<file path="src/rtl/buzzer_pkg.sv">
// Shared buzzer/tone constants: base half-period table, octave rule, decoder defaults.
package buzzer_pkg;

    localparam int unsigned CNT_W             = 21;
    localparam int unsigned TIMEOUT_DEFAULT   = 1_600_000;
    localparam int unsigned TOL_SHIFT_DEFAULT = 6;

    typedef logic [CNT_W-1:0] half_period_t;
    typedef logic [4:0]       entry_t;

    localparam entry_t LAST_ENTRY = 5'd20;

    typedef enum logic [1:0] {
        OCT_DOWN,
        OCT_BASE,
        OCT_UP
    } octave_e;

    typedef enum logic [1:0] {
        ST_IDLE,
        ST_SEARCH,
        ST_DONE
    } dec_state_e;

    // Half-periods in 100 MHz cycles for do..si of the base octave.
    function automatic half_period_t base_half_period(input logic [2:0] n);
        case (n)
            3'd0:    return half_period_t'(381680);
            3'd1:    return half_period_t'(340136);
            3'd2:    return half_period_t'(303030);
            3'd3:    return half_period_t'(285714);
            3'd4:    return half_period_t'(255102);
            3'd5:    return half_period_t'(227273);
            3'd6:    return half_period_t'(202429);
            default: return '0;
        endcase
    endfunction

    function automatic half_period_t octave_shift(input half_period_t base, input octave_e oct);
        case (oct)
            OCT_DOWN: return base << 1;
            OCT_UP:   return base >> 1;
            default:  return base;
        endcase
    endfunction

    // Table entries are ordered octave_down do..si, base do..si, octave_up do..si.
    function automatic octave_e entry_octave(input entry_t e);
        if (e < 5'd7)
            return OCT_DOWN;
        else if (e < 5'd14)
            return OCT_BASE;
        else
            return OCT_UP;
    endfunction

    function automatic logic [2:0] entry_note_idx(input entry_t e);
        entry_t n;
        n = e;
        if (e >= 5'd14)
            n = e - 5'd14;
        else if (e >= 5'd7)
            n = e - 5'd7;
        return 3'(n);
    endfunction

    function automatic logic [3:0] entry_note(input entry_t e);
        return {1'b0, entry_note_idx(e)} + 4'd1;
    endfunction

    function automatic half_period_t ref_half_period(input entry_t e, input int unsigned scale_shift);
        return octave_shift(base_half_period(entry_note_idx(e)), entry_octave(e)) >> scale_shift;
    endfunction

endpackage

</file>
<file path="src/rtl/sync_edge.sv">
// Two-flop synchronizer followed by a both-edges detector.
module sync_edge (
    input  logic clk,
    input  logic rst_n,
    input  logic d,
    output logic edge_pulse
);

    logic [2:0] sr;

    always_ff @(posedge clk) begin
        if (!rst_n)
            sr <= '0;
        else
            sr <= {sr[1:0], d};
    end

    assign edge_pulse = sr[2] ^ sr[1];

endmodule

</file>
<file path="src/rtl/tone_decoder.sv">
// Decodes a buzzer-style square wave into note/octave by measuring half-periods
// and searching the shared reference table with a single comparator.
module tone_decoder
    import buzzer_pkg::*;
#(
    parameter int unsigned TOL_SHIFT    = TOL_SHIFT_DEFAULT,
    parameter int unsigned TIMEOUT      = TIMEOUT_DEFAULT,
    // Divides every reference half-period; 0 for real tones, non-zero for fast sims.
    parameter int unsigned PERIOD_SHIFT = 0
) (
    input  logic       clk,
    input  logic       rst_n,
    input  logic       tone_in,
    output logic [3:0] note,
    output logic       octave_up,
    output logic       octave_down,
    output logic       en,
    output logic       note_valid
);

    localparam half_period_t TIMEOUT_CNT = half_period_t'(TIMEOUT);

    logic         edge_pulse;
    half_period_t cnt;
    half_period_t cap;
    half_period_t ref_val;
    half_period_t ref_tol;
    half_period_t diff;
    entry_t       idx;
    entry_t       cand_idx;
    logic [1:0]   hits;
    dec_state_e   state;
    dec_state_e   state_next;

    logic         cnt_sat;
    logic         timeout_hit;
    logic         capture_take;
    logic         match;
    logic         last_idx;
    logic [3:0]   cand_note;
    logic         cand_up;
    logic         cand_down;
    logic         cand_new;

    sync_edge u_sync_edge (
        .clk        (clk),
        .rst_n      (rst_n),
        .d          (tone_in),
        .edge_pulse (edge_pulse)
    );

    always_comb begin
        cnt_sat      = (cnt == TIMEOUT_CNT);
        timeout_hit  = !edge_pulse && (cnt == TIMEOUT_CNT - half_period_t'(1));
        capture_take = edge_pulse && !cnt_sat && (state == ST_IDLE);

        ref_val  = ref_half_period(idx, PERIOD_SHIFT);
        ref_tol  = ref_val >> TOL_SHIFT;
        diff     = (cap >= ref_val) ? (cap - ref_val) : (ref_val - cap);
        match    = (diff <= ref_tol);
        last_idx = (idx == LAST_ENTRY);

        cand_note = entry_note(cand_idx);
        cand_up   = (entry_octave(cand_idx) == OCT_UP);
        cand_down = (entry_octave(cand_idx) == OCT_DOWN);
        cand_new  = {cand_note, cand_up, cand_down, 1'b1} != {note, octave_up, octave_down, en};
    end

    always_ff @(posedge clk) begin
        if (!rst_n)
            state <= ST_IDLE;
        else
            state <= state_next;
    end

    always_comb begin
        state_next = state;
        case (state)
            ST_IDLE:   if (capture_take) state_next = ST_SEARCH;
            ST_SEARCH: if (match || last_idx) state_next = ST_DONE;
            ST_DONE:   state_next = ST_IDLE;
            default:   state_next = ST_IDLE;
        endcase
    end

    always_ff @(posedge clk) begin
        if (!rst_n) begin
            cnt         <= TIMEOUT_CNT;
            cap         <= '0;
            idx         <= '0;
            cand_idx    <= '0;
            hits        <= '0;
            note        <= '0;
            octave_up   <= 1'b0;
            octave_down <= 1'b0;
            en          <= 1'b0;
            note_valid  <= 1'b0;
        end else begin
            note_valid <= 1'b0;

            if (edge_pulse)
                cnt <= half_period_t'(1);
            else if (!cnt_sat)
                cnt <= cnt + half_period_t'(1);

            if (capture_take) begin
                cap <= cnt;
                idx <= '0;
            end

            if (state == ST_SEARCH) begin
                if (match) begin
                    if (idx == cand_idx) begin
                        hits <= (hits == 2'd2) ? 2'd2 : hits + 2'd1;
                    end else begin
                        cand_idx <= idx;
                        hits     <= 2'd1;
                    end
                end else if (last_idx) begin
                    hits <= '0;
                end else begin
                    idx <= idx + 5'd1;
                end
            end

            // Timeout is evaluated last so it overrides a coincident DONE update.
            if (timeout_hit) begin
                note        <= '0;
                octave_up   <= 1'b0;
                octave_down <= 1'b0;
                en          <= 1'b0;
                hits        <= '0;
                note_valid  <= en;
            end else if (state == ST_DONE && hits == 2'd2 && cand_new) begin
                note        <= cand_note;
                octave_up   <= cand_up;
                octave_down <= cand_down;
                en          <= 1'b1;
                note_valid  <= 1'b1;
            end
        end
    end

    a_octave_exclusive : assert property (@(posedge clk) disable iff (!rst_n)
        !(octave_up && octave_down));

endmodule

</file>
<file path="config.mk">
export PLATFORM = sky130hd
export DESIGN_NAME = tone_decoder
export DESIGN_NICKNAME = d
export VERILOG_FILES = /design/src/rtl/buzzer_pkg.sv /design/src/rtl/sync_edge.sv /design/src/rtl/tone_decoder.sv
export SDC_FILE = /design/constraint.sdc
export NUM_CORES = 1
export LEC_CHECK = 0
export ABC_AREA = 1
export CAP_MARGIN = 5
export CORE_UTILIZATION = 51
export CTS_CLUSTER_DIAMETER = 100
export CTS_CLUSTER_SIZE = 30
export DETAILED_ROUTE_END_ITERATION = 8
export GPL_ROUTABILITY_DRIVEN = 0
export HOLD_SLACK_MARGIN = 0.06
export PLACE_DENSITY_LB_ADDON = 0.15
export SYNTH_ARGS = -nofsm -noshare
export SYNTH_HDL_FRONTEND = slang
export SYNTH_HIERARCHICAL = 1
export SYNTH_SLANG_ARGS = --single-unit
</file>
<file path="constraint.sdc">
create_clock -name clk -period 5.9 [get_ports clk]
set_clock_uncertainty 0.2 [all_clocks]
set_input_delay 1.18 -clock clk [delete_from_list [all_inputs] [get_ports clk]]
set_output_delay 1.18 -clock clk [all_outputs]
set_load 0.1 [all_outputs]
</file>
==> flow_summary.yaml, run 1 <==
finish:
  syn2layout_area_growth_pct: 28.6
  antenna_cells: 0
  drive_above_1_share: 0.233
  fill_cells: 1144
  finalNetCount: 1273
  stdcell_count: 1377
clock_tree:
  cts_tree: "built"
  cts-root-buf: "clkbuf_16"
  htreeDepth: 3
  cts_sinks: 67
  clk_latency_ps: 340
  cts_buffers: 9
  cts.reportedPaths.clkPinSlew_ps: 50
  clockBufferDepth: 2
grt:
  gr-usage-met2: 0.514
  antenna_found_initial: 0
  use_met3: 0.0427
  track_usage: 0.298
  gr-total-overflow: 0
  grt_start_max_net_pins: 40
  grt_pass1_vias: 6597
  busiest_layer: "met2"
  grt_first_pass_wirelength_mm: 31.3
  grt_use_met1: 0.364
route:
  vias: 7366
  drc_errors: 0
  viasPerCell: 5.35
  dr.pass1.iters: 5
  drt_wl_total_mm: 20.3
  antenna_left: 0
  wl_per_cell_um: 14.7
  drtIter0Drc: 454
die:
  core_region_area_um2: 12800
  initial_core_util: 0.530
  num_rows: 41
  die_w_um: 117
  fp.dieH_um: 117
  ioPinCount: 11
  dieArea_um2: 13700
yosys:
  async_reset_ff_frac: 0
  synth_cell_type_count: 58
  yosysMostFrequentCell: "nand2_1"
  syn_area_per_cell_um2: 6.12
  synth-seq-area-share: 0.198
  synthTopCellsByCount: "nand2_1 (284), inv_1 (189), nor2_1 (94), a21oi_1 (90)"
  yosysWarnings: 6
  ys_seq_elements: 67
  synth_top_area_cell: "dfxtp_1"
  ys.flop_type: "dfxtp_1"
  synth_cells: 1105
  synth_fp_nets: 1177
  yosys-top-cells-area: "dfxtp_1 (20%), nand2_1 (16%), ha_1 (12%)"
  synth_edf_count: 0
  synth.top_cell.area_share: 0.198
  synth_area_um2: 6770
sta:
  relSlewSlack: 0.353
  hold_ws_ps: 206
  period_share: 0.978
  setup_violations: 0
  fmax_mhz: 173
  post-route-min-period_ps: 5770
  rsz0062_at_grt: "true"
  tightest_slew_ps: 968
  finalSetupTns_ps: 0
  slew_violations: 0
  hold_viol: 0
setup_path:
  path_buf_inv: 6
  cp-end-kind: "flip-flop"
  startpoint: "idx[1]"
  cp_top_family: "simple AND/OR/NAND/NOR gates"
  critPathMostFrequentCell: "nand2_1"
  max_stage_delay_ps: 330
  critical_path.max_fanout: 5
  slowest_stage: "dfxtp_2"
  cp.arrival_ps: 5850
  worst_setup_path_start_kind: "flip-flop"
  worstSetupPathType: "reg2reg"
  r2r-start: "idx[1]"
  cp_data_required_time_ps: 5980
outcome:
  status: "finished clean"
placement:
  dp.cells: 1347
  numPortBuffers: 10
  post-dp-hpwl_mm: 16.0
worst_hold_path:
  hp-start: "u_sync_edge/sr[0]"
  hp-class: "reg2reg"
flow_run:
  cap_violations: 0
power_and_ir_drop:
  p_per_area_nw_per_um2: 196
  leakagePower_nw: 4.13
  worst_ir_drop_vdd_v: 0.000190
  total_power_mw: 1.71
-- timing repair --
| action | 4_1_cts | 5_1_grt |
|---|---|---|
| setup endpoints to repair | 10 | 14 |
| cloned | 0 | 2 |
| gates resized for setup | 10 | 140 |
| hold buffers | 0 | 0 |
| pin swaps | 2 | 48 |
| setup buffers | 1 | 12 |
-- where the power goes --
| part | internal [mW] | switching, mW | total [mW] |
|---|---|---|---|
| Clock | 0.371 | 0.196 | 0.567 |
| Combinational | 0.266 | 0.384 | 0.651 |
| Sequential | 0.472 | 0.0161 | 0.488 |
-- tightest hold or removal path, stage by stage (launching register included) --
cell     delay, ps
dfxtp_1        290
nand2_1         40
inv_1           30
-- placed cells by master, fill, tap and decap left out, drive strengths merged --
| master | synthesis | routed |
|---|---|---|
| or3 | 1 | 1 |
| a21o | 2 | 2 |
| xnor2 | 7 | 7 |
| xor2 | 14 | 14 |
| o211ai | 5 | 5 |
| o22ai | 11 | 11 |
| o21a | 2 | 2 |
| o21ai | 71 | 71 |
| nor4 | 5 | 5 |
| clkbuf | 11 | 14 |
| nand2 | 301 | 303 |
| ha | 67 | 67 |
| mux2i | 3 | 3 |
| a31o | 2 | 2 |
| a2111oi | 1 | 1 |
| clkdlybuf4s50 | 0 | 10 |
| nor2 | 106 | 106 |
| buf | 11 | 95 |
| o31ai | 4 | 4 |
| a211oi | 2 | 2 |
| nand3b | 1 | 1 |
| bufinv | 0 | 1 |
| nand3 | 55 | 55 |
| clkinv | 1 | 1 |
| inv | 206 | 206 |
| a22oi | 1 | 1 |
| o221ai | 2 | 2 |
| a31oi | 5 | 5 |
| nor3 | 20 | 20 |
| nand4 | 17 | 17 |
| fa | 2 | 2 |
| or2 | 1 | 1 |
| o21bai | 4 | 4 |
| dfxtp | 67 | 67 |
| a32o | 1 | 1 |
| a21oi | 93 | 93 |
| nand2b | 1 | 1 |
| a221oi | 2 | 2 |
-- logic make-up (layout without fill, tap and decap cells) --
| kind of cell | Yosys count | count (layout) | synth area share |
|---|---|---|---|
| muxes | 3 | 3 | 0.00444 |
| xor gates and xnor gates | 21 | 21 | 0.0300 |
| DFF | 67 | 67 | 0.198 |
| adders and majority gates | 69 | 69 | 0.130 |
| and+or+nand+nor | 508 | 510 | 0.329 |
| AOI/OAI and AO/OA | 208 | 208 | 0.178 |
| buffers and inverters | 229 | 327 | 0.131 |
-- final cells by class --
| class | count | area [µm²] | area share |
|---|---|---|---|
| clock buffers | 14 | 284 | 0.0327 |
| clock inverters | 1 | 30.0 | 0.00345 |
| inverters | 207 | 792 | 0.0911 |
| multi-input cells | 811 | 5190 | 0.596 |
| flip-flops and latches | 67 | 1350 | 0.155 |
| well taps | 172 | 215 | 0.0247 |
| repair buffers | 105 | 843 | 0.0970 |
-- metal layers --
metal	vias to the layer above	routed length [µm]
li1	3737	-
met1	3363	9130
met2	204	9550
met3	62	854
met4	0	779
met5	-	0
-- state kept, by name, indices dropped and copies added (netlist names) --
signal	cells
cap	21
cnt	21
cand_idx	5
idx	5
note	4
u_sync_edge/sr	3
hits	2
state	2
en	1
note_valid	1
octave_down	1
octave_up	1
-- path summary, 6_finish.rpt --
kind | to | slack (ps) | cells after the start
max | cand_idx[0] | 130 | 39
min | u_sync_edge/sr[1] | 210 | 2
max reg2reg | cand_idx[0] | 130 | 39
min reg2reg | u_sync_edge/sr[1] | 210 | 2
-- stage by stage --
step,area (µm²),setup WS (ps),util
6_report,8700,132,0.681
2_1_floorplan,6770,313,-
4_1_cts,7960,17.8,0.623
3_3_place_gp,7590,32.1,0.594
3_5_place_dp,7590,-38.2,0.594
5_1_grt,8700,-238,0.681
No activity file was read; power rests on OpenSTA's default activity.
==> run 2: changes to the inputs <==
SLEW_MARGIN = 20   (was default)
==> results of run 2 <==
Final layout, timing and power as in run 1 (identical DEF).
==> run 3: changes to the inputs <==
CORE_MARGIN = 3   (was default)
==> flow_summary.yaml, run 3 (same netlist as run 1, synthesis figures left out) <==
setup_path:
  worst_setup_path_start_kind: "flip-flop"
  cp-end-kind: "flip-flop"
  cp.arrival_ps: 5910
  critPathMostFrequentCell: "nand2_2"
  worstSetupPathType: "reg2reg"
  critical_path.max_fanout: 6
  r2r-start: "idx[1]"
  max_stage_delay_ps: 410
  cp_top_family: "simple AND/OR/NAND/NOR gates"
  cp_data_required_time_ps: 5980
  slowest_stage: "ha_2"
  path_buf_inv: 6
  startpoint: "idx[1]"
  reg2reg_setup_slack_ps: 80
die:
  dieArea_um2: 14700
  core_region_area_um2: 12800
  ioPinCount: 11
  fp.dieH_um: 121
  num_rows: 41
  die_w_um: 121
  initial_core_util: 0.530
sta:
  finalSetupTns_ps: 0
  hold_ws_ps: 210
  setup_violations: 0
  fin_ws_ps: 75.5
  rsz0062_at_grt: "true"
  slew_violations: 0
  post-route-min-period_ps: 5820
  relSlewSlack: 0.352
  fmax_mhz: 172
  hold_viol: 0
  period_share: 0.987
  tightest_slew_ps: 969
clock_tree:
  cts_sinks: 67
  cts_tree: "built"
  htreeDepth: 3
  clk_latency_ps: 340
  cts_buffers: 9
  cts-root-buf: "clkbuf_16"
  cts.reportedPaths.clkPinSlew_ps: 50
  cts_hold_buf: 0
  clockBufferDepth: 2
grt:
  antenna_found_initial: 0
  grt_first_pass_wirelength_mm: 32.3
  grt_start_max_net_pins: 40
  track_usage: 0.276
  gr-total-overflow: 0
  grt_pass1_vias: 6760
route:
  viasPerCell: 5.32
  drtIter0Drc: 558
  drc_errors: 0
  antenna_left: 0
  vias: 7303
  dr.pass1.iters: 5
  drt_wl_total_mm: 20.4
  wl_per_cell_um: 14.9
finish:
  drive_above_1_share: 0.218
  syn2layout_area_growth_pct: 26.7
  finalNetCount: 1270
  final_area_um2: 8570
  antenna_cells: 0
  final_common_cell: "nand2_1"
  biggestRegsByFlops: "cap x21, cnt x21"
  post-route-util: 0.671
  stdcell_count: 1372
  final_cell_mix: "nand2_1 (261), inv_1 (186), nor2_1 (85), buf_4 (84), a21oi_1 (77)"
  fill_cells: 1107
worst_hold_path:
  hp-class: "reg2reg"
  hp-start: "u_sync_edge/sr[0]"
power_and_ir_drop:
  worst_ir_drop_vdd_v: 0.000177
  total_power_mw: 1.64
  leakagePower_nw: 4.08
  p_per_area_nw_per_um2: 191
placement:
  pre_cts_ws_ps: -2.30
  dp.cells: 1340
  place_area_um2: 7550
  post-dp-hpwl_mm: 16.0
  numPortBuffers: 10
outcome:
  status: "finished clean"
flow_run:
  cap_violations: 0
run 3: changes by cell type in the layout (fill, tap and decap cells not counted), sizes merged:
cell / previous run / this run
clkinv: 1 / 2
buf: 95 / 93
clkbuf: 14 / 10
nand2: 303 / 302
clkinvlp: 0 / 1
run 3: what timing repair did:
action | CTS | global route
cloned | 0 | 1
endpoints found under the hold margin | 0 | 0
setup buffers | 0 | 18
setup endpoints to repair | 5 | 14
pin swaps | 1 | 60
resized for setup | 5 | 129
run 3: path summary, 6_finish.rpt:
check	endpoint	depth (start not counted)
worst max-delay path	cand_idx[1]	40
worst min-delay path	u_sync_edge/sr[1]	2
worst max register to register	cand_idx[1]	40
worst min register to register	u_sync_edge/sr[1]	2
run 3: power breakdown:
group	switching (mW)	internal, mW
clock	0.194	0.319
combinational	0.373	0.262
sequential	0.0165	0.472
total	0.584	1.05
run 3: cell type report:
type / instances / area [µm²] / share of cell area
clock buffers: 10 / 229 / 0.0267
clock inverters: 3 / 42.5 / 0.00496
inverters: 207 / 787 / 0.0918
multi-input cells: 810 / 5110 / 0.596
flip-flops and latches: 67 / 1340 / 0.157
well taps: 172 / 215 / 0.0251
repair buffers: 103 / 845 / 0.0985
run 3: layer usage:
metal,wire length (µm),vias to the layer above,part of all wire,global-route usage
met5,0,-,0,0
met4,636,0,0.031,0.106
met3,1220,51,0.060,0.0508
met2,9660,232,0.47,0.461
met1,8890,3290,0.44,0.351
li1,-,3730,-,-
run 3: worst register-to-register path, delay by kind of cell (launching register included):
| family | cells | cell delay [ps] |
|---|---|---|
| buf+inv | 6 | 600 |
| simple gates | 22 | 2060 |
| mux | 1 | 290 |
| fa+ha+maj | 3 | 790 |
| flops | 1 | 330 |
| xor+xnor | 2 | 480 |
| compound gates | 6 | 1000 |
